<file path="src/rtl/mcpu5_host.sv">
// mcpu5_host: host controller for a tiny CPU whose instruction memory sits on this side.
//
// The host steps the CPU through a clock/reset sequence, serves each instruction fetch
// from a 256 x 6 program memory (write port exposed to the system) and captures the
// accumulator whenever the CPU executes OUT (6'b111001), handing it to a consumer over
// a valid/ready pair. Consumer backpressure stalls the CPU clock instead of losing data.
//
// Ports:
//   clk, rst                      system clock, synchronous active-high reset
//   run                           1 = let the CPU run, 0 = pause at the next LO boundary
//   prog_we/prog_addr/prog_data   program-memory write port
//   cpu_clk, cpu_rst, cpu_inst    registered drive to the CPU
//   cpu_bus                       PC while cpu_clk=1, accumulator while cpu_clk=0
//   out_data/out_valid/out_ready  captured OUT values to the consumer
//   icount                        instruction edges issued (entries to HI), wraps
//   halted                        1 in IDLE or PAUSE
//
// Optional feature: define MCPU5_HOST_BKPT_EN to add bkpt_en/bkpt_addr/bkpt_hit, a
// single PC breakpoint that lets the current instruction finish and then pauses.
module mcpu5_host (
  input  logic        clk,
  input  logic        rst,
  input  logic        run,
  input  logic        prog_we,
  input  logic [7:0]  prog_addr,
  input  logic [5:0]  prog_data,
  output logic        cpu_clk,
  output logic        cpu_rst,
  output logic [5:0]  cpu_inst,
  input  logic [7:0]  cpu_bus,
  output logic [7:0]  out_data,
  output logic        out_valid,
  input  logic        out_ready,
  output logic [15:0] icount,
  output logic        halted
`ifdef MCPU5_HOST_BKPT_EN
  ,
  input  logic        bkpt_en,
  input  logic [7:0]  bkpt_addr,
  output logic        bkpt_hit
`endif
);

  localparam logic [5:0] OpOut = 6'b111001;

  typedef enum logic [2:0] {StIdle, StRhi, StHi, StLo, StStall, StPause} state_e;

  state_e      r_state;
  state_e      w_state_d;
  state_e      w_lo_exit;
  logic [5:0]  r_mem [256];
  logic        r_cpu_clk;
  logic        r_cpu_rst;
  logic        r_halted;
  logic [5:0]  r_cpu_inst;
  logic [7:0]  r_out_data;
  logic        r_out_valid;
  logic [15:0] r_icount;
  logic [5:0]  w_fetch;
  logic        w_is_out;
  logic        w_blocked;
  logic        w_hs;
  logic        w_capture;
  logic        w_bkpt_pend;

  // Program memory: no reset so contents survive rst. The read is combinational off the
  // current PC, so a write to the same address on the fetch edge returns the old word.
  always_ff @(posedge clk) begin
    if (prog_we) begin
      r_mem[prog_addr] <= prog_data;
    end
  end

  assign w_fetch   = r_mem[cpu_bus];
  assign w_is_out  = (r_cpu_inst == OpOut);
  assign w_blocked = r_out_valid && !out_ready;
  assign w_hs      = r_out_valid && out_ready;

  // LO captures unless the previous value is still unconsumed; STALL retries each cycle.
  assign w_capture = ((r_state == StLo) && w_is_out && !w_blocked) ||
                     ((r_state == StStall) && out_ready);

`ifdef MCPU5_HOST_BKPT_EN
  logic r_bkpt_hit;

  // Dropping run is the only way to acknowledge a hit, so clearing takes priority.
  always_ff @(posedge clk) begin
    if (rst) begin
      r_bkpt_hit <= 1'b0;
    end else if (!run) begin
      r_bkpt_hit <= 1'b0;
    end else if ((r_state == StHi) && bkpt_en && (cpu_bus == bkpt_addr)) begin
      r_bkpt_hit <= 1'b1;
    end
  end

  assign w_bkpt_pend = r_bkpt_hit;
  assign bkpt_hit    = r_bkpt_hit;
`else
  assign w_bkpt_pend = 1'b0;
`endif

  assign w_lo_exit = (!run || w_bkpt_pend) ? StPause : StHi;

  always_comb begin
    w_state_d = r_state;
    unique case (r_state)
      StIdle:      w_state_d = run ? StRhi : StIdle;
      StRhi, StHi: w_state_d = StLo;
      StLo:        w_state_d = (w_is_out && w_blocked) ? StStall : w_lo_exit;
      StStall:     w_state_d = out_ready ? w_lo_exit : StStall;
      StPause:     w_state_d = (run && !w_bkpt_pend) ? StHi : StPause;
      default:     w_state_d = StIdle;
    endcase
  end

  // State plus all CPU-facing outputs, registered from the next state so they change
  // together with the state on the same clk edge.
  always_ff @(posedge clk) begin
    if (rst) begin
      r_state     <= StIdle;
      r_cpu_clk   <= 1'b0;
      r_cpu_rst   <= 1'b1;
      r_halted    <= 1'b1;
      r_cpu_inst  <= 6'd0;
      r_out_data  <= 8'd0;
      r_out_valid <= 1'b0;
      r_icount    <= 16'd0;
    end else begin
      r_state   <= w_state_d;
      r_cpu_clk <= (w_state_d == StRhi) || (w_state_d == StHi);
      r_cpu_rst <= (w_state_d == StIdle) || (w_state_d == StRhi);
      r_halted  <= (w_state_d == StIdle) || (w_state_d == StPause);
      if ((r_state == StRhi) || (r_state == StHi)) begin
        r_cpu_inst <= w_fetch;
      end
      if (w_state_d == StHi) begin
        r_icount <= r_icount + 16'd1;
      end
      // A capture on the handshake edge refills the slot, so valid stays high.
      if (w_capture) begin
        r_out_data  <= cpu_bus;
        r_out_valid <= 1'b1;
      end else if (w_hs) begin
        r_out_valid <= 1'b0;
      end
    end
  end

  assign cpu_clk   = r_cpu_clk;
  assign cpu_rst   = r_cpu_rst;
  assign cpu_inst  = r_cpu_inst;
  assign out_data  = r_out_data;
  assign out_valid = r_out_valid;
  assign icount    = r_icount;
  assign halted    = r_halted;

endmodule

</file>
<file path="config.mk">
export PLATFORM = sky130hd
export DESIGN_NAME = mcpu5_host
export DESIGN_NICKNAME = d
export VERILOG_FILES = /design/src/rtl/mcpu5_host.sv
export SDC_FILE = /design/constraint.sdc
export NUM_CORES = 2
export LEC_CHECK = 0
export CORE_UTILIZATION = 55
export DETAILED_ROUTE_END_ITERATION = 16
export PLACE_DENSITY = 0.74
export SYNTH_ARGS = -nofsm -noshare
export SYNTH_HDL_FRONTEND = slang
export SYNTH_SLANG_ARGS = --single-unit
</file>
<file path="constraint.sdc">
create_clock -name clk -period 2.2 [get_ports clk]
set_clock_uncertainty 0.1 [all_clocks]
set_input_delay 0.22 -clock clk [delete_from_list [all_inputs] [get_ports clk]]
set_output_delay 0.22 -clock clk [all_outputs]
set_load 0.05 [all_outputs]
</file>
### Word-level counts from Yosys, hierarchy flattened

Memory sizes are Yosys's and may differ from the RTL's. A register that Yosys moved wholly into a read port is not among the register bits.
Cells that the tools add are included.

* add/subtract/negate cells: 1
* shift-type cells: 0
* reduce and logical (&&, ||, !) cells: 17
* equal/unequal tests: 9
* multipliers: 0
* bitwise operators: 0
* magnitude comparators: 0
* divide/modulo/power cells: 0
* mux-type cells: 9

Operators by type and width (number)
* $add A16 B1 Y16 const B: 1
* $pmux W3 S5: 1
* $eq A3 B2 Y1 const B: 3
* $eq A3 B3 Y1 const B: 3
* $mux W3: 3
* $eq A3 B1 Y1 const B: 2
* $eq A6 B6 Y1 const B: 1
* $logic_and A1 B1 Y1: 6
* $logic_not A3 Y1: 2
* $logic_or A1 B1 Y1: 5
* $mux W1: 5
* $logic_not A1 Y1: 2
* $reduce_bool A2 Y1: 1
* $reduce_or A2 Y1: 1

* memories: 1
* bits in writable memories: 1536
* memory bits (read-only): 0
* word-level logic and storage cells: 44
* bits in latches: 0
* input port bits: 27
* register bits after elaboration: 31
* output and inout port bits: 34

Memory list
* r_mem: words 256, bits a word 6, rd ports 1, clocked after memory_dff 1, write ports 1, line 51 `logic [5:0] r_mem [256];`

### Longest topological paths before layout

* depth in word-level cells: 7
* mapped depth: 12
* gate-level depth less buffers: 7

### Worst setup path before layout

Ideal clock, no wire load.

* kind: reg2reg
* from: reg r_cpu_inst[3] (netlist: cpu_inst[3]), read port of r_mem
* to: reg r_icount[8] (netlist: icount[8])
* data required time: 1.972 ns
* cell stages (with the launch flop): 9
* clock period less this slack: 2.328 ns
* setup time: 0.128 ns
* setup slack: -0.128 ns
* data arrival time: 2.100 ns
* path through: dfxtp_1 nor4bb_1 a41oi_1 o21a_1 and3_1 clkbuf_1 and3_1 xnor2_1 nor2_1

* longest elaborated chain between the ends: 5

RTL lines
* start, declared: line 55 `logic [5:0] r_cpu_inst;`
* $eq A6 B6 Y1: line 75 `assign w_is_out = (r_cpu_inst == OpOut);`
* $logic_and A1 B1 Y1: line 110 `StLo: w_state_d = (w_is_out && w_blocked) ? StStall : w_lo_exit;`
* $mux W3: line 110
* $pmux W3 S5: line 107 `unique case (r_state)`
* $eq A3 B2 Y1: line 137 `if (w_state_d == StHi) begin`
* end signal, assigned: line 138 `r_icount <= r_icount + 16'd1;`
* end, declared: line 58 `logic [15:0] r_icount;`

No other way between the ends.
A chain may end at the register's enable or synchronous reset.

==> impl_metrics.csv <==
group,metric,value,unit
outcome,status,"finished, violations left",
placement,port_buffers,60,
setup_path,crit_fanout,1,
final_layout,drive_above_1_share,0.299,
synthesis,ys.flop_type,"edfxtp_1",
final_layout,nNetsFinal,3924,
die,die_w,337,um
die,fp.dieArea,114000,um2
die,start_util,0.557,
power_and_ir_drop,leakagePower,0.0253,uW
setup_path,critPathLaunchType,"flip-flop",
route,via_per_inst,6.33,
synthesis,synth_nets,3262,
final_layout,final_util,0.669,
setup_path,cp-end-kind,"flip-flop",
clock_network,clk_latency,760,ps
route,num_vias,34900,
global_routing,grt_pass1_vias,35500,
route,drtAntennaViolNets,0,
synthesis,ys_warn_count,0,
sta,period_share,1.09,
final_layout,fin_cells,5503,
final_layout,areaGrowthSynthToFinish,20.1,%
route,drc,0,
global_routing,grt_max_degree,104,
placement,dp_hpwl,102000,um
global_routing,antenna_found_initial,3,
min_path,hold_path.class,"in -> reg",
setup_path,crit_start,"r_mem[91][3]",
synthesis,synth_edf_count,1536,
clock_network,cts_inserted_buffers,154,
route,drt_iter0_drc,4812,
power_and_ir_drop,ir_worst_vdd,0.847,mV
clock_network,post-cts-setup-buffers,0,
synthesis,synth-seq-cells,1573,
job,drv_cap,0,
route,wire_per_inst,28.6,um
sta,setup_viol,5,
setup_path,r2r-start,"r_mem[91][3]",
sta,fin_tns_setup,-779,ps
sta,clock.fmax,417,MHz
sta,rsz0062_at_grt,"true",
sta,worst_pin_slew,741,ps
clock_network,cts_sinks,1573,
die,pin_count,61,
setup_path,worstPathArrival,2940,ps
setup_path,timing.rr.end,"cpu_inst[3]",
global_routing,grt_util_met3,0.0560,
placement,place_inst,5223,
synthesis,ys_seq_area_frac,0.757,
clock_network,root_buffer,"clkbuf_16",
setup_path,r2r_cells,7,
clock_network,path_clk_slew,60,ps
sta,max-slew-margin-rel,0.505,
final_layout,fill_cells,6939,
clock_network,cts_tree,"yes",
placement,gp_congestion,0.945,
global_routing,use_met1,0.383,
synthesis,syn_area,61900,um2
global_routing,grt_first_pass_wirelength,230000,um
die,core_area,111000,um2
route,drt-pass1-iter-count,5,
global_routing,grt_use_met2,0.444,
outcome,violations,"negative setup slack",
sta,fin_ws,-197,ps
global_routing,top_usage_layer,"met2",
power_and_ir_drop,powerDensity,854,nW/um2
global_routing,track_usage,0.280,
setup_path,cp-endpoint,"cpu_inst[3]",
clock_network,htreeDepth,4,
sta,min_period,2400,ps
setup_path,regToRegSetupSlack,-200,ps
sta,hold_slack,27.6,ps
synthesis,synth_cells,3234,
synthesis,postSynthAreaPerCell,19.1,um2
die,fp-row-count,122,
power_and_ir_drop,power,63500,uW
sta,drv_slew,0,
setup_path,critPathKind,"reg -> reg",
setup_path,crit_required,2740,ps
global_routing,grt_overflow,0,
synthesis,synthArstFlopShare,0,
die,fp.dieH,337,um
clock_network,clock_tree.buffer_depth,3,
sta,final_hold_viol_count,0,
synthesis,synthDistinctLibCells,64,
route,routed_wl,158000,um
[placed cells by master (no fill, tap or decap), types with 18 or more instances in the layout]
master	synthesis	layout
a21oi_1	25	24
a22oi_1	44	44
buf_12	3	85
buf_4	18	560
bufinv_16	0	20
clkbuf_1	90	35
clkbuf_16	0	158
clkinv_1	1	27
clkinv_2	0	18
dfxtp_1	37	32
dlygate4sd2_1	0	30
edfxtp_1	1536	1536
mux2i_1	236	236
mux4_2	283	283
nand2_1	95	95
nand3_1	51	50
nand4_1	24	24
nor2_1	330	329
nor3_1	23	21
o21ai_0	24	23
o21ai_1	18	18
o221ai_1	44	44
o22ai_1	68	62
[cells by family after synthesis]
kind of cell / Yosys count / synth area share
AOI/OAI and AO/OA: 323 / 0.0371
muxes: 519 / 0.141
xor gates and xnor gates: 17 / 0.00241
buffers and inverters: 211 / 0.0207
adders and majority gates: 1 / 0.000202
and+or+nand+nor: 590 / 0.0415
DFF: 1573 / 0.757
[sequential cells by signal, indices dropped and copies added, names as in the netlist]
| name | count |
|---|---|
| cpu_clk | 1 |
| cpu_inst | 6 |
| cpu_rst | 1 |
| halted | 1 |
| icount | 16 |
| out_data | 8 |
| out_valid | 1 |
| r_mem | 1536 |
| r_state | 3 |
[cell usage after synthesis, types with 11 or more instances]
cell type     n  area (um2)
a21oi_1      25         125
mux4_2      283        6370
a22oi_1      44         330
and3_1       11        68.8
a22o_1       13         114
a31oi_1      16         100
o21ai_1      18        90.1
nor3_1       23         115
o21ai_0      24         120
buf_4        18         135
o22ai_1      68         425
edfxtp_1   1536       46100
xor2_1       12         105
nor2_1      330        1240
clkbuf_1     90         338
dfxtp_1      37         741
nor2b_1      17         106
o221ai_1     44         385
mux2i_1     236        2360
a211oi_1     12        90.1
buf_2        47         235
nand4_1      24         150
nand3_1      51         255
nand2_1      95         357
buf_6        27         304
a221oi_1     11        96.3
o211ai_1     15         113
[final cells by class]
| class | instances | area, um2 | area share |
|---|---|---|---|
| Tap cell | 1488 | 1860 | 0.0250 |
| Timing Repair Buffer | 707 | 6500 | 0.0875 |
| Multi-Input combinational cell | 1450 | 14000 | 0.189 |
| Clock buffer | 193 | 4090 | 0.0550 |
| Clock inverter | 81 | 951 | 0.0128 |
| Inverter | 10 | 37.5 | 0.000505 |
| Sequential cell | 1573 | 46900 | 0.631 |
| Antenna cell | 1 | 2.50 | 0.0000337 |
[through the flow]
stage                     setup WS, ps  instance area, um2
after floorplan                   2.93               61900
after global placement            -828               69000
after detailed placement          -847               69000
after CTS                         -207               74200
after global routing              -276               74300
final                             -197               74300
[layer usage]
layer / vias up / wire [um]
li1: 14500 / -
met1: 17900 / 59500
met2: 2087 / 75500
met3: 368 / 16000
met4: 2 / 6470
met5: - / 7
[worst min path at each step]
stage                 start            to  cells past startpoint
6_report       prog_data[5]  r_mem[38][5]                      1
2_1_floorplan  prog_data[0]   r_mem[0][0]                      0
4_1_cts          cpu_bus[7]   out_data[7]                      3
5_1_grt        prog_data[5]  r_mem[38][5]                      1
3_5_place_dp      out_valid     out_valid                      2
3_3_place_gp      out_valid     out_valid                      2
[timing repair]
item / CTS / global route
setup endpoints to repair: 41 / 21
resized for setup: 59 / 18
hold buffers: 5 / 0
endpoints found under the hold margin: 481 / 0
pin swaps: 10 / 5
[worst max-delay path: stages (launching register included)]
cell and delay, ps:
edfxtp_1 380, mux4_2 520, a22o_4 300, a221oi_4 260
o22ai_4 140, or3_1 340, nand4_1 150, o211ai_1 110
[where the power goes]
group / total (uW) / internal, uW / switching [uW]
clock: 26500 / 15500 / 11000
sequential: 33000 / 33000 / 59.1
combinational: 3950 / 1560 / 2390
total: 63500 / 50000 / 13400
(Power assumes the default switching activity.)
